===== src/rtl/alu_rr_sched.sv =====
// alu_rr_sched
//
// Purpose:
//   Two requesters share one flag-producing ALU. A round-robin scheduler
//   accepts one request at a time, registers its operands and executes it in
//   one cycle. It then presents the result and the {z,c,n,v} flags on a
//   valid/ready response channel. The block also keeps a persistent copy of
//   the last op's flags and a wrapping count of delivered responses.
//
// Parameters:
//   Width    - operand/result width in bits (>= 2)
//   CntWidth - width of the completed-operation counter
//
// Ports:
//   clk, rst             - rising-edge clock, synchronous active-high reset
//   req_valid[1:0]       - requester i has an op pending
//   req_ready[1:0]       - request i accepted this cycle (one-hot or zero)
//   req_a0/b0/op0        - operands and opcode of requester 0
//   req_a1/b1/op1        - operands and opcode of requester 1
//   rsp_valid, rsp_ready - response handshake
//   rsp_id               - requester index of the response
//   rsp_result           - ALU result
//   rsp_flags            - {z,c,n,v} of this response
//   flags                - {z,c,n,v} of the last completed op (persistent)
//   busy                 - scheduler is not idle
//   op_count             - responses delivered, wraps modulo 2^CntWidth
//
// Opcodes: 000 A+B, 001 A-B, 010 A&B, 011 A|B, 100 A^B, 101 ~A, 110 ~B,
//          111 zero. c/v are meaningful only for add/sub and are 0 otherwise.

module alu_rr_sched #(
  parameter int Width    = 8,
  parameter int CntWidth = 16
) (
  input  logic                clk,
  input  logic                rst,
  input  logic [1:0]          req_valid,
  output logic [1:0]          req_ready,
  input  logic [Width-1:0]    req_a0,
  input  logic [Width-1:0]    req_b0,
  input  logic [2:0]          req_op0,
  input  logic [Width-1:0]    req_a1,
  input  logic [Width-1:0]    req_b1,
  input  logic [2:0]          req_op1,
  output logic                rsp_valid,
  input  logic                rsp_ready,
  output logic                rsp_id,
  output logic [Width-1:0]    rsp_result,
  output logic [3:0]          rsp_flags,
  output logic [3:0]          flags,
  output logic                busy,
  output logic [CntWidth-1:0] op_count
);

  typedef enum logic [1:0] {
    IDLE = 2'd0,
    EXEC = 2'd1,
    RESP = 2'd2
  } state_e;

  state_e                state_q, state_d;
  logic                  last_grant_q, last_grant_d;
  logic [Width-1:0]      a_q, a_d;
  logic [Width-1:0]      b_q, b_d;
  logic [2:0]            op_q, op_d;
  logic                  id_q, id_d;
  logic                  rsp_valid_q, rsp_valid_d;
  logic                  rsp_id_q, rsp_id_d;
  logic [Width-1:0]      rsp_result_q, rsp_result_d;
  logic [3:0]            rsp_flags_q, rsp_flags_d;
  logic [3:0]            flags_q, flags_d;
  logic [CntWidth-1:0]   op_count_q, op_count_d;

  // ---------------------------------------------------------------------------
  // ALU on the registered operands
  // ---------------------------------------------------------------------------
  logic [Width:0]   sum_ext;
  logic [Width:0]   diff_ext;
  logic [Width-1:0] alu_res;
  logic             alu_c;
  logic             alu_v;
  logic [3:0]       alu_flags;

  // NOTE: every signal assigned in an always_comb gets a default at the top,
  // so no path through the case/if tree can leave it unassigned and infer a latch.
  always_comb begin
    // The extra top bit carries the add carry-out or the subtract borrow.
    sum_ext  = {1'b0, a_q} + {1'b0, b_q};
    diff_ext = {1'b0, a_q} - {1'b0, b_q};
    alu_res  = '0;
    alu_c    = 1'b0;
    alu_v    = 1'b0;
    case (op_q)
      3'b000: begin
        alu_res = sum_ext[Width-1:0];
        alu_c   = sum_ext[Width];
        // Overflow: like-signed operands produce a result of the other sign.
        alu_v   = (a_q[Width-1] == b_q[Width-1]) &&
                  (alu_res[Width-1] != a_q[Width-1]);
      end
      3'b001: begin
        alu_res = diff_ext[Width-1:0];
        alu_c   = diff_ext[Width];
        // Overflow: unlike-signed operands and the result sign differs from A.
        alu_v   = (a_q[Width-1] != b_q[Width-1]) &&
                  (alu_res[Width-1] != a_q[Width-1]);
      end
      3'b010:  alu_res = a_q & b_q;
      3'b011:  alu_res = a_q | b_q;
      3'b100:  alu_res = a_q ^ b_q;
      3'b101:  alu_res = ~a_q;
      3'b110:  alu_res = ~b_q;
      default: alu_res = '0;
    endcase
  end

  assign alu_flags = {(alu_res == '0), alu_c, alu_res[Width-1], alu_v};

  // ---------------------------------------------------------------------------
  // Round-robin arbitration
  // ---------------------------------------------------------------------------
  logic grant_valid;
  logic grant_id;

  always_comb begin
    grant_valid = 1'b0;
    grant_id    = 1'b0;
    if (req_valid == 2'b11) begin
      // On a tie the requester not served last time wins.
      grant_valid = 1'b1;
      grant_id    = ~last_grant_q;
    end else if (req_valid[0]) begin
      grant_valid = 1'b1;
      grant_id    = 1'b0;
    end else if (req_valid[1]) begin
      grant_valid = 1'b1;
      grant_id    = 1'b1;
    end
  end

  assign req_ready = (state_q == IDLE && grant_valid) ?
                     (grant_id ? 2'b10 : 2'b01) : 2'b00;

  // ---------------------------------------------------------------------------
  // Next-state logic
  // ---------------------------------------------------------------------------
  always_comb begin
    state_d      = state_q;
    last_grant_d = last_grant_q;
    a_d          = a_q;
    b_d          = b_q;
    op_d         = op_q;
    id_d         = id_q;
    rsp_valid_d  = rsp_valid_q;
    rsp_id_d     = rsp_id_q;
    rsp_result_d = rsp_result_q;
    rsp_flags_d  = rsp_flags_q;
    flags_d      = flags_q;
    op_count_d   = op_count_q;

    case (state_q)
      IDLE: begin
        if (grant_valid) begin
          a_d          = grant_id ? req_a1  : req_a0;
          b_d          = grant_id ? req_b1  : req_b0;
          op_d         = grant_id ? req_op1 : req_op0;
          id_d         = grant_id;
          last_grant_d = grant_id;
          state_d      = EXEC;
        end
      end
      EXEC: begin
        rsp_result_d = alu_res;
        rsp_flags_d  = alu_flags;
        flags_d      = alu_flags;
        rsp_id_d     = id_q;
        rsp_valid_d  = 1'b1;
        state_d      = RESP;
      end
      RESP: begin
        if (rsp_ready) begin
          rsp_valid_d = 1'b0;
          op_count_d  = op_count_q + CntWidth'(1);
          state_d     = IDLE;
        end
      end
      default: state_d = IDLE;
    endcase
  end

  // ---------------------------------------------------------------------------
  // State registers
  // ---------------------------------------------------------------------------
  // NOTE: sequential state is written with non-blocking assignments only, so
  // every flop samples the pre-edge value of every other flop.
  always_ff @(posedge clk) begin
    if (rst) begin
      state_q      <= IDLE;
      last_grant_q <= 1'b1;
      // NOTE: the operand registers are reset too; they are few and this keeps
      // simulation free of X in the ALU path before the first grant.
      a_q          <= '0;
      b_q          <= '0;
      op_q         <= '0;
      id_q         <= 1'b0;
      rsp_valid_q  <= 1'b0;
      rsp_id_q     <= 1'b0;
      rsp_result_q <= '0;
      rsp_flags_q  <= '0;
      flags_q      <= '0;
      op_count_q   <= '0;
    end else begin
      state_q      <= state_d;
      last_grant_q <= last_grant_d;
      a_q          <= a_d;
      b_q          <= b_d;
      op_q         <= op_d;
      id_q         <= id_d;
      rsp_valid_q  <= rsp_valid_d;
      rsp_id_q     <= rsp_id_d;
      rsp_result_q <= rsp_result_d;
      rsp_flags_q  <= rsp_flags_d;
      flags_q      <= flags_d;
      op_count_q   <= op_count_d;
    end
  end

  assign rsp_valid  = rsp_valid_q;
  assign rsp_id     = rsp_id_q;
  assign rsp_result = rsp_result_q;
  assign rsp_flags  = rsp_flags_q;
  assign flags      = flags_q;
  assign op_count   = op_count_q;
  assign busy       = (state_q != IDLE);

endmodule


===== config.mk =====
export PLATFORM = sky130hd
export DESIGN_NAME = alu_rr_sched
export DESIGN_NICKNAME = d
export VERILOG_FILES = /design/src/rtl/alu_rr_sched.sv
export SDC_FILE = /design/constraint.sdc
export NUM_CORES = 1
export LEC_CHECK = 0
export ABC_AREA = 1
export BUFFER_PORTS_ARGS = -buffer_cell sky130_fd_sc_hd__buf_2
export CAP_MARGIN = 5
export CORE_ASPECT_RATIO = 0.6
export CORE_MARGIN = 3
export CORE_UTILIZATION = 25
export CTS_CLUSTER_DIAMETER = 30
export DETAILED_ROUTE_END_ITERATION = 8
export GPL_TIMING_DRIVEN = 0
export PLACE_DENSITY = 0.46
export RECOVER_POWER = 50
export SLEW_MARGIN = 30
export SYNTH_ARGS = -nofsm -noshare
export SYNTH_HDL_FRONTEND = slang
export SYNTH_SLANG_ARGS = --single-unit

===== constraint.sdc =====
create_clock -name clk -period 3.6 [get_ports clk]
set_clock_uncertainty 0.05 [all_clocks]
set_input_delay 0.54 -clock clk [delete_from_list [all_inputs] [get_ports clk]]
set_output_delay 0.54 -clock clk [all_outputs]
set_load 0.01 [all_outputs]

==> results of run 1 <==
==> flip-flops by register name (all words and copies together) (netlist names) <==
name / cells
last_grant_q: 1
op_count: 16
a_q: 8
id_q: 1
state_q: 2
b_q: 8
rsp_result: 7
flags: 4
op_q: 3
rsp_valid: 1
rsp_id: 1
==> worst max-delay path, delay by kind of cell (launching register included) <==
kind | cells | cell delay [ps]
AOI/OAI and AO/OA | 2 | 560
buffers and inverters | 2 | 720
DFF | 1 | 360
and+or+nand+nor | 1 | 260
==> cell usage in the layout (no fill, tap or decap), types with 4 or more instances in the layout <==
master | synthesis | routed
nor3_1 | 7 | 7
o211ai_1 | 5 | 5
clkbuf_1 | 12 | 45
buf_2 | 6 | 53
o21ai_0 | 14 | 15
inv_2 | 15 | 14
inv_1 | 53 | 54
nand4_1 | 16 | 16
nor2_1 | 64 | 66
nand2_1 | 147 | 147
clkbuf_16 | 0 | 5
nand3_1 | 38 | 38
ha_1 | 25 | 25
o21ai_1 | 9 | 8
a31oi_1 | 19 | 19
dfxtp_1 | 52 | 52
o22ai_1 | 4 | 4
a21oi_1 | 25 | 25
==> per-stage QoR <==
step	area [um2]	std cells	utilization (%)	hold slack (ps)	setup slack [ps]
2_1_floorplan	3520	546	-	392	1700
3_3_place_gp	4150	812	31.2	401	1270
4_1_cts	4320	820	32.5	422	910
5_1_grt	4270	820	32.1	437	733
3_5_place_dp	4150	812	31.2	405	1240
6_report	4270	820	32.1	413	817
==> logic make-up (layout without fill, tap and decap cells) <==
group / after synthesis / count (layout) / synth area share (%)
buffers and inverters: 94 / 181 / 10.9
XOR/XNOR: 3 / 3 / 0.746
AO/OA/AOI/OAI: 80 / 80 / 12.9
flip-flops: 52 / 52 / 29.6
AND/OR/NAND/NOR: 290 / 290 / 35.9
adder cells (fa/ha/maj): 27 / 27 / 10.0
==> cell type report <==
cell class	instances	area (um2)
Inverter	70	263
Timing Repair Buffer	79	355
Fill cell	1522	9020
Sequential cell	52	1040
Buffer	24	120
Clock inverter	2	38.8
Tap cell	187	234
Multi-Input combinational cell	400	2090
Clock buffer	6	129
==> layer usage <==
layer / GRT usage (%) / up-vias
met2: 18.5 / 125
met4: 3.03 / 0
met3: 3.73 / 9
met1: 25.5 / 1653
met5: 0 / -
li1: - / 1940
==> where the power goes <==
group          total, W  switching [W]  internal, W
clock          0.000558       0.000227     0.000332
combinational  0.000558       0.000371     0.000186
sequential     0.000665      0.0000465     0.000618
total           0.00178       0.000644      0.00114
==> worst paths after layout <==
path | start | to | slack (ps) | depth (start not counted)
hold reg to reg | op_count[15] | op_count[15] | 410 | 1
hold / removal | op_count[15] | op_count[15] | 410 | 1
setup / recovery | state_q[1] | req_ready[0] | 820 | 5
setup reg to reg | a_q[0] | flags[3] | 1150 | 14
==> flow_summary.toml, run 1 <==
[clocking]
cts_resized = 0
clockRootBuffer = "clkbuf_16"
clk_latency_ps = 290
htree_num_levels = 2
clockBufferDepth = 2
clkSinkCount = 52
postCtsSetupBuffers = 0
ctsHoldBuffers = 0
cts_buffers = 5
clk_pin_slew_ps = 70
cts_tree = "built"

[routing]
wl_per_cell_um = 14.5
drc_errors = 0
vias = 3727
firstDrtPassIters = 5
finalWirelength_mm = 11.9
met1_length_mm = 7.04
detail_route.iter0.violations = 214
vias_per_cell = 4.55
met2_length_mm = 3.96
topRoutingLayerUsed = "met4"
drtAntennaViolNets = 0
routed-wl-met3_um = 759

[synthesis]
ys_seq_elements = 52
yosys-top-cells-count = "nand2_1 (147), nor2_1 (64), inv_1 (53)"
yosysSeqAreaShare_pct = 29.6
yosysTopAreaCellShare_pct = 29.6
synth_area_um2 = 3520
avgSynthCellArea_um2 = 6.45
synth.most_common_cell = "nand2_1"
yosys.area.top_type = "dfxtp_1"
synth_ff_type = "dfxtp_1"
synth_fp_nets = 616
synth_area_leaders = "dfxtp_1 (30%), nand2_1 (16%), ha_1 (8.9%), nor2_1 (6.8%), inv_1 (5.6%)"
synthArstFlopShare_pct = 0
yosysWarnings = 0
synthCells = 546
synth.distinct_cells = 34
synth_edf_count = 0

[run]
drv_cap = 0

[global_routing]
grt_overflow = 0
grt_pass1_vias = 3620
grt_pass1_wl_mm = 19.1
grt_max_degree = 17
antenna_found_initial = 0
gr-usage-all-layers_pct = 15.2

[status]
status = "finished clean"

[setup_path]
timing_worst_setup_path_type = "register to output port"
crit_required_ps = 3010
cpPeakStageDelay_ps = 480
cp.arrival_ps = 2190
slowest_stage = "clkbuf_1"
path_cells = "nor2_1, o21ai_0, a21oi_1, clkbuf_1, buf_2"
cp_max_fo = 10
crit_path_end_kind = "output port"
startpoint_type = "register"

[floorplan]
die_y_um = 97.9
dieArea_um2 = 15600
initial_core_util_pct = 26.5
coreArea_um2 = 13300
fp-row-count = 32
pin_count = 80
die_w_um = 159

[sta]
hold_viol_final = 0
setup_tns_ps = 0
rsz0062_at_grt = "no"
tightest_slew_ps = 606
relSlewSlack_pct = 59.1
setup_violations = 0
timing.final.crit_share_pct = 77.3
final_max_slew_viol_count = 0
period_minus_slack_ps = 2780
fmax_mhz = 359

[place]
hpwl_mm = 9.84
port_buffers = 79
place.gp.congestion = 0.897

[power_and_ir_drop]
pwr_density_cell_nw_per_um2 = 417
p_total_w = 0.00178
power_leakage_nw = 1.91
ir_worst_vdd_uv = 207

[finish]
areaGrowthSynthToFinish_pct = 21.2
final_nets = 702
n_antenna_cell = 0
drive_gt1_share_pct = 14.1

[hold_path]
hp-class = "register to register"
No activity file was read; power rests on OpenSTA's default activity.
==> run 2: changes to the inputs <==
--- a/config.mk
+++ b/config.mk
@@ -14,7 +14,7 @@
 export CTS_CLUSTER_DIAMETER = 30
 export DETAILED_ROUTE_END_ITERATION = 8
 export GPL_TIMING_DRIVEN = 0
-export PLACE_DENSITY = 0.46
+export PLACE_DENSITY = 0.48
 export RECOVER_POWER = 50
 export SLEW_MARGIN = 30
 export SYNTH_ARGS = -nofsm -noshare
==> constraint.sdc (replaced) <==
create_clock -name clk -period 2.35 [get_ports clk]
set_clock_uncertainty 0.05 [all_clocks]
set_input_delay 0.3525 -clock clk [delete_from_list [all_inputs] [get_ports clk]]
set_output_delay 0.3525 -clock clk [all_outputs]
set_load 0.01 [all_outputs]
==> run 2 against run 1 <==
Register-to-register slack got worse by 1000 ps. Via count increased by 0.72%. Worst setup slack got worse by 760 ps. Utilization increased by 0.19 points. Critical endpoint unchanged. Highest routed layer unchanged.
==> flow_summary.toml, run 2 (synthesized netlist as in run 1, its figures left out) <==
[power_and_ir_drop]
pwr_density_cell_nw_per_um2 = 615
ir_worst_vdd_uv = 297
power_leakage_nw = 1.91

[status]
status = "finished clean"

[global_routing]
antenna_found_initial = 0
grt_max_degree = 18
grt_pass1_wl_mm = 18.9
gr-usage-all-layers_pct = 15.0
grt_pass1_vias = 3484
grt_overflow = 0

[routing]
vias_per_cell = 4.57
met2_length_mm = 4.09
routed-wl-met3_um = 820
vias = 3754
met1_length_mm = 6.91
firstDrtPassIters = 5
drtAntennaViolNets = 0
wl_per_cell_um = 14.5
finalWirelength_mm = 11.9
detail_route.iter0.violations = 261
topRoutingLayerUsed = "met4"
drc_errors = 0

[finish]
final_cell_mix = "nand2_1 (148), nor2_1 (63), inv_1 (53), buf_2 (53), dfxtp_1 (43)"
final_common_cell = "nand2_1"
drive_gt1_share_pct = 18.0
final_nets = 703
nFillCells = 1556
n_antenna_cell = 0
fin_util_pct = 32.3
areaGrowthSynthToFinish_pct = 21.9
largest_reg_flops = 16

[clocking]
cts_buffers = 5
clk_latency_ps = 290
clkSinkCount = 52
cts_tree = "built"
clk_pin_slew_ps = 70
htree_num_levels = 2
clockRootBuffer = "clkbuf_16"
clockBufferDepth = 2

[sta]
setup_tns_ps = 0
timing.final.crit_share_pct = 97.5
final_max_slew_viol_count = 0
setup_violations = 0
tightest_slew_ps = 676
relSlewSlack_pct = 54.7
hold_viol_final = 0
rsz0062_at_grt = "yes"
period_minus_slack_ps = 2290
fmax_mhz = 436

[place]
hpwl_mm = 9.78
place.gp.congestion = 0.911
port_buffers = 79

[hold_path]
hp-class = "primary input to register"

[floorplan]
initial_core_util_pct = 26.5
die_w_um = 159
fp-row-count = 32
die_y_um = 97.9
dieArea_um2 = 15600
coreArea_um2 = 13300
pin_count = 80

[run]
drv_cap = 0

[setup_path]
timing_worst_setup_path_type = "register to output port"
crit_required_ps = 1950
cp_max_fo = 10
startpoint_type = "register"
crit_path_end_kind = "output port"
cp.arrival_ps = 1890
## run 2: changes by cell type in the layout (fill, tap and decap cells not counted), moves of 3 or more
cell	change
clkbuf_1	-5
clkbuf_4	+3
dfxtp_1	-9
dfxtp_2	+8
ha_1	-4
ha_2	+4
nor2_1	-3
nor2_2	+3
## run 2: what timing repair did
item,in CTS,in global routing
setup buffers,0,1
setup endpoints to repair,2,6
hold buffers,0,0
pin swaps,0,1
gates resized for setup,2,24
## run 2: worst paths after layout
kind                 from  cells after the start  slack, ps            to
max            state_q[1]                      5         60  req_ready[0]
min             req_a0[3]                      3        260        a_q[3]
max reg2reg        a_q[0]                     14        130      flags[3]
min reg2reg  op_count[15]                      1        420  op_count[15]
## run 2: report_power, final
group,switching [W],leakage [nW],internal [W]
logic,0.000579,1.41,0.000303
registers,0.0000734,0.429,0.000951
clock network,0.000337,0.0702,0.000397
## run 2: critical path: stages, from the launching register on
cell and delay (ps):
dfxtp_1 340, nor2_1 250, o21ai_0 300, a21oi_1 220
clkbuf_2 300, buf_2 190
## run 2: metal layers
| layer | vias to the layer above | track usage [%] |
|---|---|---|
| met2 | 144 | 18.6 |
| met5 | - | 0 |
| met1 | 1668 | 25.9 |
| li1 | 1938 | - |
| met3 | 4 | 2.42 |
| met4 | 0 | 1.88 |
## run 2: final cells by class
type | count | area (um2) | area share (%)
plain buffers | 24 | 128 | 2.97
clock buffers | 5 | 125 | 2.91
clock inverters | 3 | 21.3 | 0.495
inverters | 70 | 263 | 6.12
multi-input cells | 400 | 2100 | 49.0
flip-flops and latches | 52 | 1050 | 24.6
well taps | 187 | 234 | 5.45
repair buffers | 80 | 365 | 8.51
## run 2: metrics by stage
step                instance area (um2)  setup WS (ps)  instances  hold WS, ps  total power (W)
floorplan                          3520            449        546          392          0.00159
detailed placement                 4150           14.6        812          409          0.00189
finish                             4290           58.4        821          263          0.00264
global placement                   4150          -49.0        812          402          0.00188
global route                       4290           -124        821          269          0.00282
CTS                                4300           6.68        820          263          0.00263
==> run 3: changes to the inputs <==
--- a/config.mk
+++ b/config.mk
@@ -10,11 +10,11 @@
 export CAP_MARGIN = 5
 export CORE_ASPECT_RATIO = 0.6
 export CORE_MARGIN = 3
-export CORE_UTILIZATION = 25
+export CORE_UTILIZATION = 59
 export CTS_CLUSTER_DIAMETER = 30
 export DETAILED_ROUTE_END_ITERATION = 8
 export GPL_TIMING_DRIVEN = 0
-export PLACE_DENSITY = 0.48
+export PLACE_DENSITY = 0.89
 export RECOVER_POWER = 50
 export SLEW_MARGIN = 30
 export SYNTH_ARGS = -nofsm -noshare
==> constraint.sdc (replaced) <==
create_clock -name clk -period 2.7 [get_ports clk]
set_clock_uncertainty 0.05 [all_clocks]
set_input_delay 0.405 -clock clk [delete_from_list [all_inputs] [get_ports clk]]
set_output_delay 0.405 -clock clk [all_outputs]
set_load 0.01 [all_outputs]
==> run 3 against run 2 <==
First-iteration DRC count up 87%. Via count up 5.6%. Clock-buffer cell count unchanged. Design area down 5.8%. Clock power down 37%. Global-route usage up 15 points. Sequential cell count unchanged. Routed wire length down 11%.
==> flow_summary.toml, run 3 (synthesized netlist as in run 1, its figures left out) <==
[global_routing]
grt_max_degree = 19
grt_overflow = 0
grt_pass1_wl_mm = 16.5
antenna_found_initial = 0
gr-usage-all-layers_pct = 29.9
grt_pass1_vias = 3392

[sta]
fmax_mhz = 419
timing.final.crit_share_pct = 88.4
relSlewSlack_pct = 54.2
hold_viol_final = 0
period_minus_slack_ps = 2390
tightest_slew_ps = 684
setup_violations = 0
final_max_slew_viol_count = 0
rsz0062_at_grt = "no"
setup_tns_ps = 0
hold_ws_ps = 304

[routing]
drc_errors = 0
met1_length_mm = 5.07
wl_per_cell_um = 14.8
routed-wl-met3_mm = 1.16
topRoutingLayerUsed = "met4"
detail_route.iter0.violations = 488
vias_per_cell = 5.56
firstDrtPassIters = 5
met2_length_mm = 4.14
vias = 3964
finalWirelength_mm = 10.5
drtAntennaViolNets = 0

[clocking]
cts_buffers = 5
cts_tree = "built"
clkSinkCount = 52
clk_latency_ps = 310
clockRootBuffer = "clkbuf_8"
htree_num_levels = 2
clk_pin_slew_ps = 100
ctsHoldBuffers = 0
clockBufferDepth = 2
cts_resized = 0
postCtsSetupBuffers = 0

[place]
hpwl_mm = 8.48
port_buffers = 79
place.gp.congestion = 0.959

[setup_path]
crit_required_ps = 2250
crit_path_start = "state_q[1]"
r2r_slack_ps = 350
timing_worst_setup_path_type = "register to output port"
cpPeakStageDelay_ps = 440
crit_end = "req_ready[0]"
r2r-start = "a_q[4]"
path_cells = "nor2_1, o21ai_0, a21oi_1, clkbuf_1, buf_2"
cp_max_fo = 10
r2r_end = "flags[3]"
startpoint_type = "register"
slowest_stage = "clkbuf_1"
cp.arrival_ps = 1930
crit_path_end_kind = "output port"
reg2reg_depth = 11

[finish]
largest_reg_flops = 16
final_nets = 702
n_antenna_cell = 0
areaGrowthSynthToFinish_pct = 14.8
final_cell_mix = "nand2_1 (147), nor2_1 (67), buf_2 (54)"
final_common_cell = "nand2_1"
drive_gt1_share_pct = 14.2

[floorplan]
fp-row-count = 21
coreArea_um2 = 5680
dieArea_um2 = 6960
pin_count = 80
die_w_um = 106
die_y_um = 65.9
initial_core_util_pct = 62.1

[power_and_ir_drop]
power_leakage_nw = 1.87
ir_worst_vdd_uv = 382
pwr_density_cell_nw_per_um2 = 515

[status]
status = "finished clean"

[hold_path]
hold_start = "req_b0[6]"
hp-class = "primary input to register"

[run]
drv_cap = 0
-- run 3: cell count changes in the layout (fill, tap and decap cells not counted), sizes merged --
cell | before | now
clkbuf | 53 | 52
-- run 3: per-layer routing --
metal  vias up  GRT usage (%)
li1       1946              -
met1      1763           46.0
met2       236           41.7
met3        19           5.76
met4         0           8.40
met5         -              0
-- run 3: cell type report --
class	count	area (um2)
clock inverter	3	27.5
clock buffer	5	68.8
fill	520	1630
buffer	24	120
timing repair buffer	79	357
multi-input combinational	400	2070
tap	80	100
inverter	70	263
sequential	52	1040
-- run 3: worst max-delay path, delay by kind of cell (launching register included) --
kind,cells,cell delay (ps)
simple gates,1,140
buf+inv,2,670
flops,1,350
compound gates,2,460
-- run 3: report_power, final --
part	internal (W)	switching [W]
Combinational	0.000249	0.000487
Sequential	0.000824	0.0000593
Clock	0.000191	0.000272
-- run 3: how the worst min path moves through the flow --
| stage | slack (ps) | depth (start not counted) | end |
|---|---|---|---|
| 3_5_place_dp | 410 | 2 | rsp_valid |
| 6_report | 300 | 3 | b_q[6] |
| 4_1_cts | 300 | 3 | b_q[7] |
| 3_3_place_gp | 390 | 1 | op_count[15] |
| 2_1_floorplan | 390 | 2 | last_grant_q |
| 5_1_grt | 310 | 3 | b_q[6] |
-- run 3: metrics by stage --
stage               instance area, um2  total power [W]  util (%)  instances  setup slack (ps)
global placement                  4020          0.00159      70.8        705               477
finish                            4050          0.00208      71.3        713               314
floorplan                         3520          0.00139         -        546               799
global route                      4050          0.00220      71.3        713               190
detailed placement                4020          0.00162      70.8        705               433
CTS                               4110          0.00208      72.5        713               405
